[config.mk]
export PLATFORM = sky130hd
export DESIGN_NAME = framebuffer_writer
export DESIGN_NICKNAME = d
export VERILOG_FILES = /design/src/rtl/fb_pkg.sv /design/src/rtl/fbw_fifo.sv /design/src/rtl/framebuffer_writer.sv
export SDC_FILE = /design/constraint.sdc
export NUM_CORES = 1
export LEC_CHECK = 0
export BUFFER_PORTS_ARGS = -buffer_cell sky130_fd_sc_hd__clkbuf_2
export CAP_MARGIN = 25
export CORE_MARGIN = 3
export CORE_UTILIZATION = 40
export CTS_CLUSTER_SIZE = 20
export DETAILED_ROUTE_END_ITERATION = 10
export PLACE_DENSITY_LB_ADDON = 0.25
export SYNTH_ARGS = -nofsm -noshare
export SYNTH_HDL_FRONTEND = slang
export SYNTH_SLANG_ARGS = --single-unit
export TNS_END_PERCENT = 100
[constraint.sdc]
create_clock -name clk -period 2.7 [get_ports clk]
set_input_delay 0.54 -clock clk [delete_from_list [all_inputs] [get_ports clk]]
set_output_delay 0.54 -clock clk [all_outputs]
set_load 0.02 [all_outputs]
[src/rtl/fb_pkg.sv]
// Shared definitions for the framebuffer write path.
//   - Coordinate / address widths and default display resolution.
//   - Issue FSM state encoding.
//   - Layout of one pending write entry {addr, wdata, be}.
package fb_pkg;

  localparam int X_W       = 10;
  localparam int Y_W       = 9;
  localparam int ADDR_W    = 23;
  localparam int IDX_W     = 19;
  localparam int DEF_H_RES = 640;
  localparam int DEF_V_RES = 480;

  typedef enum logic [1:0] {
    ST_IDLE = 2'd0,
    ST_REQ  = 2'd1,
    ST_BUSY = 2'd2
  } fbw_state_t;

  typedef struct packed {
    logic [ADDR_W-1:0] addr;
    logic [15:0]       wdata;
    logic [1:0]        be;
  } fbw_entry_t;

  localparam int ENTRY_W = $bits(fbw_entry_t);

endpackage

[src/rtl/fbw_fifo.sv]
// Small synchronous FIFO of pending framebuffer writes.
// Ports:
//   clk, reset        clock, asynchronous active-low reset (pointers/count only)
//   push, push_data   enqueue an entry (ignored when full, even if popping)
//   pop               dequeue the head entry (ignored when empty)
//   head_data         current head entry
//   tail_data         most recently pushed entry
//   tail_wr, tail_wr_data  overwrite the tail entry in place (write merging)
//   count, full, empty     occupancy, all derived from the registered count
module fbw_fifo
  import fb_pkg::*;
#(
  parameter int DEPTH = 4,
  localparam int PTR_W = $clog2(DEPTH),
  localparam int CNT_W = PTR_W + 1
) (
  input  logic               clk,
  input  logic               reset,
  input  logic               push,
  input  logic [ENTRY_W-1:0] push_data,
  input  logic               pop,
  output logic [ENTRY_W-1:0] head_data,
  output logic [ENTRY_W-1:0] tail_data,
  input  logic               tail_wr,
  input  logic [ENTRY_W-1:0] tail_wr_data,
  output logic [CNT_W-1:0]   count,
  output logic               full,
  output logic               empty
);

  logic [ENTRY_W-1:0] mem [DEPTH];
  logic [PTR_W-1:0]   wr_ptr;
  logic [PTR_W-1:0]   rd_ptr;
  logic [PTR_W-1:0]   tail_ptr;
  logic               do_push;
  logic               do_pop;

  assign full     = (count == CNT_W'(DEPTH));
  assign empty    = (count == '0);
  assign do_push  = push && !full;
  assign do_pop   = pop && !empty;
  assign tail_ptr = wr_ptr - 1'b1;

  assign head_data = mem[rd_ptr];
  assign tail_data = mem[tail_ptr];

  always_ff @(posedge clk or negedge reset) begin
    if (!reset) begin
      wr_ptr <= '0;
      rd_ptr <= '0;
      count  <= '0;
    end else begin
      if (do_push) wr_ptr <= wr_ptr + 1'b1;
      if (do_pop)  rd_ptr <= rd_ptr + 1'b1;
      case ({do_push, do_pop})
        2'b10:   count <= count + 1'b1;
        2'b01:   count <= count - 1'b1;
        default: ;
      endcase
    end
  end

  // Storage carries no reset; validity is tracked by the pointers.
  always_ff @(posedge clk) begin
    if (do_push)           mem[wr_ptr]   <= push_data;
    if (tail_wr && !empty) mem[tail_ptr] <= tail_wr_data;
  end

endmodule

[src/rtl/framebuffer_writer.sv]
// Pixel write front-end for the 16-bit-word framebuffer.
// Accepts (x, y, rgb) pixel writes, maps them to a word address and byte
// lane, queues them and issues single-word byte-masked writes to the
// memory controller (same request handshake as the display read side).
// Ports:
//   clk, reset                       clock, asynchronous active-low reset
//   px_valid/px_ready, px_x/px_y/px_rgb   pixel write port
//   req_access, rd, burst, addr, wdata, be   controller request (rd=0, burst=0)
//   op_begun, op_finished, ctrlr_good        controller status
// Build option:
//   FBW_MERGE_EN  when defined, a pixel landing in the same word as the queue
//                 tail (not yet being issued) is folded into that entry.
module framebuffer_writer
  import fb_pkg::*;
#(
  parameter int                H_RES      = DEF_H_RES,
  parameter int                V_RES      = DEF_V_RES,
  parameter logic [ADDR_W-1:0] FB_BASE    = 23'h000000,
  parameter int                FIFO_DEPTH = 4
) (
  input  logic              clk,
  input  logic              reset,
  input  logic              px_valid,
  output logic              px_ready,
  input  logic [X_W-1:0]    px_x,
  input  logic [Y_W-1:0]    px_y,
  input  logic [7:0]        px_rgb,
  output logic              req_access,
  output logic              rd,
  output logic              burst,
  output logic [ADDR_W-1:0] addr,
  output logic [15:0]       wdata,
  output logic [1:0]        be,
  input  logic              op_begun,
  input  logic              op_finished,
  input  logic              ctrlr_good
);

  localparam int CNT_W = $clog2(FIFO_DEPTH) + 1;

`ifdef FBW_MERGE_EN
  localparam bit MERGE_EN = 1'b1;
`else
  localparam bit MERGE_EN = 1'b0;
`endif

  function automatic logic [IDX_W-1:0] pix_index(input logic [X_W-1:0] x,
                                                 input logic [Y_W-1:0] y);
    return IDX_W'(y) * IDX_W'(H_RES) + IDX_W'(x);
  endfunction

  function automatic fbw_entry_t make_entry(input logic [IDX_W-1:0] idx,
                                            input logic [7:0]       rgb);
    fbw_entry_t e;
    e.addr  = FB_BASE + ADDR_W'(idx[IDX_W-1:1]);
    e.wdata = {rgb, rgb};
    e.be    = idx[0] ? 2'b10 : 2'b01;
    return e;
  endfunction

  // Newer pixel wins its lane; the other lane of the old entry is kept.
  function automatic fbw_entry_t merge_entry(input fbw_entry_t old_e,
                                             input fbw_entry_t new_e);
    fbw_entry_t e;
    e    = old_e;
    e.be = old_e.be | new_e.be;
    if (new_e.be[1]) e.wdata[15:8] = new_e.wdata[15:8];
    else             e.wdata[7:0]  = new_e.wdata[7:0];
    return e;
  endfunction

  fbw_state_t         state;
  logic [IDX_W-1:0]   px_idx;
  logic               px_in_range;
  logic               accept;
  fbw_entry_t         px_entry;
  fbw_entry_t         head_entry;
  fbw_entry_t         tail_entry;
  fbw_entry_t         merged_entry;
  fbw_entry_t         issue_entry;
  logic [ENTRY_W-1:0] head_bits;
  logic [ENTRY_W-1:0] tail_bits;
  logic [CNT_W-1:0]   fifo_count;
  logic               fifo_full;
  logic               fifo_empty;
  logic               fifo_push;
  logic               fifo_pop;
  logic               tail_is_head;
  logic               merge_hit;

  assign rd    = 1'b0;
  assign burst = 1'b0;

  assign px_ready    = !fifo_full;
  assign accept      = px_valid && px_ready;
  assign px_idx      = pix_index(px_x, px_y);
  assign px_in_range = (int'(px_x) < H_RES) && (int'(px_y) < V_RES);
  assign px_entry    = make_entry(px_idx, px_rgb);

  assign head_entry   = head_bits;
  assign tail_entry   = tail_bits;
  assign tail_is_head = (fifo_count == CNT_W'(1));

  // The tail may only be modified when it is not the entry currently held
  // on the controller outputs (REQ/BUSY with a single queued entry).
  assign merge_hit = MERGE_EN && accept && px_in_range && !fifo_empty &&
                     (tail_entry.addr == px_entry.addr) &&
                     (!tail_is_head || state == ST_IDLE);

  assign merged_entry = merge_entry(tail_entry, px_entry);
  assign fifo_push    = accept && px_in_range && !merge_hit;
  assign fifo_pop     = (state == ST_BUSY) && op_finished;

  // A merge into the head on the same edge the head is issued must reach
  // the outputs too, otherwise the merged lane would be lost at pop.
  assign issue_entry = (merge_hit && tail_is_head) ? merged_entry : head_entry;

  fbw_fifo #(
    .DEPTH (FIFO_DEPTH)
  ) u_fifo (
    .clk          (clk),
    .reset        (reset),
    .push         (fifo_push),
    .push_data    (px_entry),
    .pop          (fifo_pop),
    .head_data    (head_bits),
    .tail_data    (tail_bits),
    .tail_wr      (merge_hit),
    .tail_wr_data (merged_entry),
    .count        (fifo_count),
    .full         (fifo_full),
    .empty        (fifo_empty)
  );

  always_ff @(posedge clk or negedge reset) begin
    if (!reset) begin
      state      <= ST_IDLE;
      req_access <= 1'b0;
      addr       <= '0;
      wdata      <= '0;
      be         <= '0;
    end else begin
      case (state)
        ST_IDLE: begin
          if (!fifo_empty && ctrlr_good) begin
            addr       <= issue_entry.addr;
            wdata      <= issue_entry.wdata;
            be         <= issue_entry.be;
            req_access <= 1'b1;
            state      <= ST_REQ;
          end
        end
        ST_REQ: begin
          // Once the controller has latched the request it will perform
          // the write, so op_begun wins over a simultaneous ctrlr_good drop.
          if (op_begun) begin
            req_access <= 1'b0;
            state      <= ST_BUSY;
          end else if (!ctrlr_good) begin
            req_access <= 1'b0;
            state      <= ST_IDLE;
          end
        end
        ST_BUSY: begin
          if (op_finished) state <= ST_IDLE;
        end
        default: begin
          req_access <= 1'b0;
          state      <= ST_IDLE;
        end
      endcase
    end
  end

endmodule

==> impl_results.md, run 1 <==
- CTS root buf: clkbuf_16
- Crit path launch: px_y[1]
- Share of layout cells above drive strength 1: 0.412
- Headroom to the max-slew limit: 0.513
- IO Pins: 78
- Period utilization: 0.928
- Largest area contributor in the netlist: edfxtp_1
- Reg2reg start: u_fifo.count[0]
- Clk buf depth: 2
- Post-CTS setup buffers: 0
- ANT cells: 0
- Syn_area_per_cell: around 18 µm²
- Port bufs: 70
- Die area: about 18000 µm²
- Layout Nets: between 500 and 600
- Finished layout cell area: 7770 µm²
- Power share of the sequential group: 0.410
- Vias per std cell: between 4 and 5
- Top FF cell, synth: edfxtp_1
- DR pass1 iterations: 4
- Post-synth top cells: edfxtp_1, dfrtp_1, mux4_2, mux2_2, ha_1
- CTS tree: done
- Achievable Freq: about 400 MHz
- Unique cell type count in the Yosys netlist: 45
- Net Sw Power: between 2 and 2.5 mW
- Worst VDD drop: approximately 0.65 mV
- Resized cells post-CTS: 0
- Seq. cell area: between 4000 and 5000 µm²
- Area of the multi-input gates: about 1900 µm²
- Final Skew: roughly 0.013 ns
- Die W: roughly 130 µm
- Final hold violation count: 0
- Post-synth top area share: 0.524
- Initial Utilization: 0.416
- Final setup violation count: 0
- Placed cell area: roughly 7100 µm²
- Logic pwr share: 0.295
- # fillers: 1308
- Sw frac: 0.299
- Leakage power: roughly 3.0 nW
- Worst Max-Slew Pin Slew: ~0.73 ns
- Wirelength per Cell: between 15 and 20 µm
- Largest net degree at the start of global routing: 29
- Req. time, crit path: approximately 2.9 ns
- Hold_buf cts: 0
- Count of flip-flops with a built-in enable after synthesis: around 110
- Std cell rows: between 40 and 50
- Syn Inst Count: 351
- Critical path type: primary input to register
- Fin crit period: 2.51 ns
- Die Y-Extent: between 100 and 150 µm
- Synth async-reset ratio: 0.253
- Antenna-violating nets left: 0
- Crit path DAT: 2.69 ns
- Slew Limit Fails: 0
- Vias: between 3000 and 4000
- DP HPWL: approximately 7.3 mm
- CORE AREA: ~15000 µm²
- Drc violations: 0
- Yosys reg bits: 150
- Setup crit start kind: primary input
- Run status: completed
- Clock share of power: 0.295
- Register area share after synthesis: 0.672
- Synth warn: 0
- Reg clk slew, reported paths: 0.06 ns
- PD cells: 1060 nW/µm²
- Clock latency on the worst-skew pair: around 0.41 ns
- Post-Syn Area: 6420 µm²
- Starting DRT DRC Count: 161
- Max cap viols: 0
- First-pass GRT wire length: about 18 mm
- Top post-synthesis cells by area: edfxtp_1, dfrtp_1, mux4_2
- Pint: approximately 5.8 mW
- Endpoint kind of the worst setup timing path: register
- Clock Sinks: 150
- Layout area overhead: 21.0%
- Num CTS Buffers: 17
- Worst min path class: primary input to async pin
- RSZ-0062 raised after global routing: no
- Routability cong.: 0.723
- Initial antenna violation count: 0
- Total congestion overflow: 0
- Worst hold slack: between 0.15 and 0.2 ns
- Setup TNS: 0 ns
- H-tree lvl count: 4
- Most numerous cell in the Yosys netlist: edfxtp_1
- Routed wire length: around 11 mm
- Total GRT Usage: 0.132
- Vias in the first global route: about 3400
- CP Max Fanout: 4
path summary, 6_finish.rpt:
path                                     end  slack (ns)  cells after the start
max                        u_fifo.mem[2][33]        0.19                     11
min                                  addr[9]        0.18                      1
max reg2reg                  u_fifo.count[2]        0.53                     10
min reg2reg                        wdata[13]        0.50                      1
max in group asynchronous          wdata[11]        1.83                      2
min in group clk           u_fifo.mem[0][17]        0.35                      1
layer usage:
metal | global-route usage | routed length, µm
met1 | 0.176 | 4970
met2 | 0.213 | 5450
met3 | 0.0361 | 464
met4 | 0.0416 | 116
met5 | 0 | 0
final cells by class:
| class | count | share of cell area |
|---|---|---|
| Tap cell | 211 | 0.0340 |
| Inverter | 16 | 0.00773 |
| Multi-Input combinational cell | 166 | 0.245 |
| Clock buffer | 20 | 0.0575 |
| Sequential cell | 150 | 0.555 |
| Clock inverter | 12 | 0.0227 |
| Timing Repair Buffer | 95 | 0.0773 |
critical path, cell delays in order:
cell and delay, ns:
clkbuf_2 0.10, ha_1 0.29, ha_1 0.17, inv_1 0.06
fa_1 0.39, nand2b_1 0.17, a21oi_2 0.19, a31oi_1 0.13
xnor2_1 0.18, buf_4 0.15, xnor2_1 0.32
layout by cell type, fill, tap and decap left out, types with 8 or more instances in the layout:
master	n
inv_1	16
ha_1	22
mux4_2	28
edfxtp_1	112
mux2_2	23
clkbuf_16	17
xnor2_1	8
clkbuf_2	70
buf_4	20
dfrtp_1	37
xor2_1	10
power groups by stage:
stage | Sequential, mW | Clock (mW) | Combinational, mW
floorplan | 3.57 | 0 | 1.58
global placement | 3.42 | 0 | 2.46
detailed placement | 3.45 | 0 | 2.49
CTS | 3.40 | 2.49 | 2.50
global route | 3.46 | 2.59 | 2.65
finish | 3.39 | 2.44 | 2.43
per-stage QoR:
step	total power, mW	instances	setup WS [ns]	util
floorplan	5.15	357	0.00478	-
global placement	5.88	638	-0.144	0.463
detailed placement	5.94	638	-0.232	0.463
CTS	8.39	670	0.199	0.504
global route	8.70	670	0.0199	0.504
finish	8.26	670	0.194	0.504
kinds of logic (layout without fill, tap and decap cells):
| kind of cell | Yosys count | after routing | share of synthesized area |
|---|---|---|---|
| compound gates | 22 | 22 | 0.0244 |
| xor+xnor | 21 | 21 | 0.0322 |
| fa+ha+maj | 25 | 25 | 0.0522 |
| buf+inv | 41 | 143 | 0.0347 |
| flops | 150 | 150 | 0.672 |
| mux | 57 | 57 | 0.149 |
| other cells | 1 | 7 | 0.000584 |
| simple gates | 34 | 34 | 0.0351 |
sequential cells by signal (all words and copies together), names as in the netlist:
| signal | cells |
|---|---|
| addr | 18 |
| be | 2 |
| req_access | 1 |
| state | 2 |
| u_fifo.count | 3 |
| u_fifo.mem | 112 |
| u_fifo.rd_ptr | 2 |
| u_fifo.wr_ptr | 2 |
| wdata | 8 |
(Power assumes the default switching activity.)
==> run 2, diff against run 1 <==
--- a/config.mk
+++ b/config.mk
@@ -5,7 +5,7 @@
 export SDC_FILE = /design/constraint.sdc
 export NUM_CORES = 1
 export LEC_CHECK = 0
-export BUFFER_PORTS_ARGS = -buffer_cell sky130_fd_sc_hd__clkbuf_2
+export BUFFER_PORTS_ARGS = -buffer_cell sky130_fd_sc_hd__buf_2
 export CAP_MARGIN = 25
 export CORE_MARGIN = 3
 export CORE_UTILIZATION = 40
==> impl_results.md, run 2 (synthesis results as in run 1) <==
- Vias in the first global route: 3501 (+3.9%)
- Buf+Inv Stages, Crit Path: 3 (unchanged)
- Most common cell after layout, fill and taps aside: edfxtp_1
- Final setup violation count: 0 (unchanged)
- CTS root buf: clkbuf_16
- Post-CTS setup buffers: 0 (unchanged)
- Wirelength per Cell: 16.6 µm (+0.85%)
- PD cells: 1050 nW/µm² (-0.94%)
- Worst min path class: primary input to async pin
- Routability cong.: 0.697 (-3.6%)
- Hold_buf cts: 0 (unchanged)
- Worst Max-Slew Pin Slew: 0.615 ns (-0.116 ns)
- Final Skew: 0.0104 ns (-0.00266 ns)
- H-tree lvl count: 4 (unchanged)
- Num CTS Buffers: 17 (unchanged)
- Layout Nets: 508 (+0.79%)
- DR pass1 iterations: 4 (unchanged)
- Req. time, crit path: 2.90 ns (+0.02 ns)
- Worst VDD drop: 0.544 mV (-16%)
- Register with the most flip-flops: u_fifo.mem
- Number of flip-flops under the largest register name: 112 (unchanged)
- RSZ-0062 raised after global routing: no
- Worst hold slack: 0.145 ns (-0.0400 ns)
- ANT cells: 0 (unchanged)
- CORE AREA: 15400 µm² (unchanged)
- Total congestion overflow: 0 (unchanged)
- Final hold violation count: 0 (unchanged)
- CP Max Fanout: 4 (unchanged)
- Starting DRT DRC Count: 198 (+23%)
- Reg2reg end: u_fifo.count[2]
- Setup crit start kind: primary input
- Seq. cell area: 4320 µm² (unchanged)
- Crit path launch: px_y[1]
- Total GRT Usage: 0.139 (+0.00643)
- Share of layout cells above drive strength 1: 0.421 (+0.00940)
- Crit path DAT: 2.67 ns (-0.02 ns)
- Slew Limit Fails: 0 (unchanged)
- Die Y-Extent: 133 µm (unchanged)
- Finished layout cell area: 7730 µm² (-0.50%)
- Clock Sinks: 150 (unchanged)
- Max cap viols: 0 (unchanged)
- Worst reg2reg path depth: 10 (unchanged)
- Drc violations: 0 (unchanged)
- Headroom to the max-slew limit: 0.590 (+0.0775)
- Initial Utilization: 0.416 (unchanged)
- Run status: completed
- Clk buf depth: 2 (unchanged)
- Largest regs: u_fifo.mem x112, addr x18, wdata x8
- Leakage power: 2.95 nW (-0.72%)
- IO Pins: 78 (unchanged)
- CTS tree: done
- Resized cells post-CTS: 0 (unchanged)
- Std cell rows: 45 (unchanged)
- Routed wire length: 11.2 mm (+1.5%)
- Reg2reg setup slack: 0.56 ns (+0.03 ns)
- Critical path type: primary input to register
- Post-placement setup slack: -0.222 ns (+0.00961 ns)
- Vias per std cell: 4.82 (-0.81%)
- DP HPWL: 7.80 mm (+6.2%)
- Endpoint kind of the worst setup timing path: register
- Clock latency on the worst-skew pair: 0.41 ns (about the same)
- # fillers: 1335 (+2.1%)
- Achievable Freq: 405 MHz (+1.4%)
- Die area: 17600 µm² (unchanged)
- Area of the multi-input gates: 1910 µm² (unchanged)
- Period utilization: 0.915 (-0.0125)
- Setup ws final: 0.228 ns (+0.0338 ns)
- Reg2reg start: u_fifo.count[0]
- Largest net degree at the start of global routing: 24 (-17%)
- Reg clk slew, reported paths: 0.06 ns (about the same)
- Commonest non-fill, non-tap cells in the layout: edfxtp_1, buf_2, dfrtp_1, mux4_2, buf_4
- Port bufs: 70 (unchanged)
- Crit-path cells: buf_2 > ha_1 > ha_1 > inv_1 > fa_1 > nand2b_1 > a21oi_2 > a31oi_1 > xnor2_1 > inv_1 > o31ai_2
- First-pass GRT wire length: 18.5 mm (+3.9%)
- Slowest stage cell, crit path: fa_1
- Initial antenna violation count: 0 (unchanged)
- Vias: 3252 (-0.21%)
- Die W: 133 µm (unchanged)
- Worst path max stage delay: 0.39 ns (about the same)
- Placed cell area: 7130 µm² (-0.28%)
- Fin crit period: 2.47 ns (-0.0338 ns)
- Antenna-violating nets left: 0 (unchanged)
- Layout area overhead: 20.4%
- Dominant delay contributor by cell family on the critical path: adder cells
run 2: layer usage:
metal  wire length [µm]  vias to the layer above  GRT usage
li1                   -                     1517          -
met1               4920                     1656      0.174
met2               5700                       72      0.231
met3                466                        7     0.0445
met4                 74                        0     0.0416
met5                  0                        -          0
run 2: per-stage QoR:
step           TNS (ns)  instances  power, mW  utilization
2_1_floorplan         0        357       5.15            -
3_3_place_gp      -2.12        642       5.85        0.462
3_5_place_dp      -3.78        642       5.91        0.462
4_1_cts               0        674       8.28        0.501
5_1_grt               0        674       8.62        0.501
6_report              0        674       8.14        0.501
run 2: worst max path at each step:
stage                                    to  slack [ns]  depth (start not counted)
after global placement    u_fifo.mem[0][35]       -0.15                         11
final                     u_fifo.mem[3][35]        0.23                         11
after detailed placement  u_fifo.mem[1][34]       -0.22                         11
after global routing      u_fifo.mem[3][34]       0.008                         11
after CTS                 u_fifo.mem[3][34]        0.22                         11
after floorplan           u_fifo.mem[0][34]       0.005                         10
run 2: cell type report:
type,instances,share of cell area
Sequential cell,150,0.558
Multi-Input combinational cell,166,0.247
Timing Repair Buffer,99,0.0751
Clock buffer,17,0.0550
Tap cell,211,0.0342
Clock inverter,15,0.0231
Inverter,16,0.00777
run 2: worst reg2reg max path: stages (launching register included):
cell	delay [ns]
dfrtp_1	0.43
inv_1	0.12
nand3_1	0.12
and4_1	0.30
inv_1	0.09
ha_1	0.17
inv_1	0.06
fa_1	0.37
xor2_1	0.15
nor2_1	0.11
xor2_1	0.14
run 2: power breakdown:
group,switching (mW),internal (mW)
clock,0.892,1.46
combinational,1.29,1.15
sequential,0.297,3.06
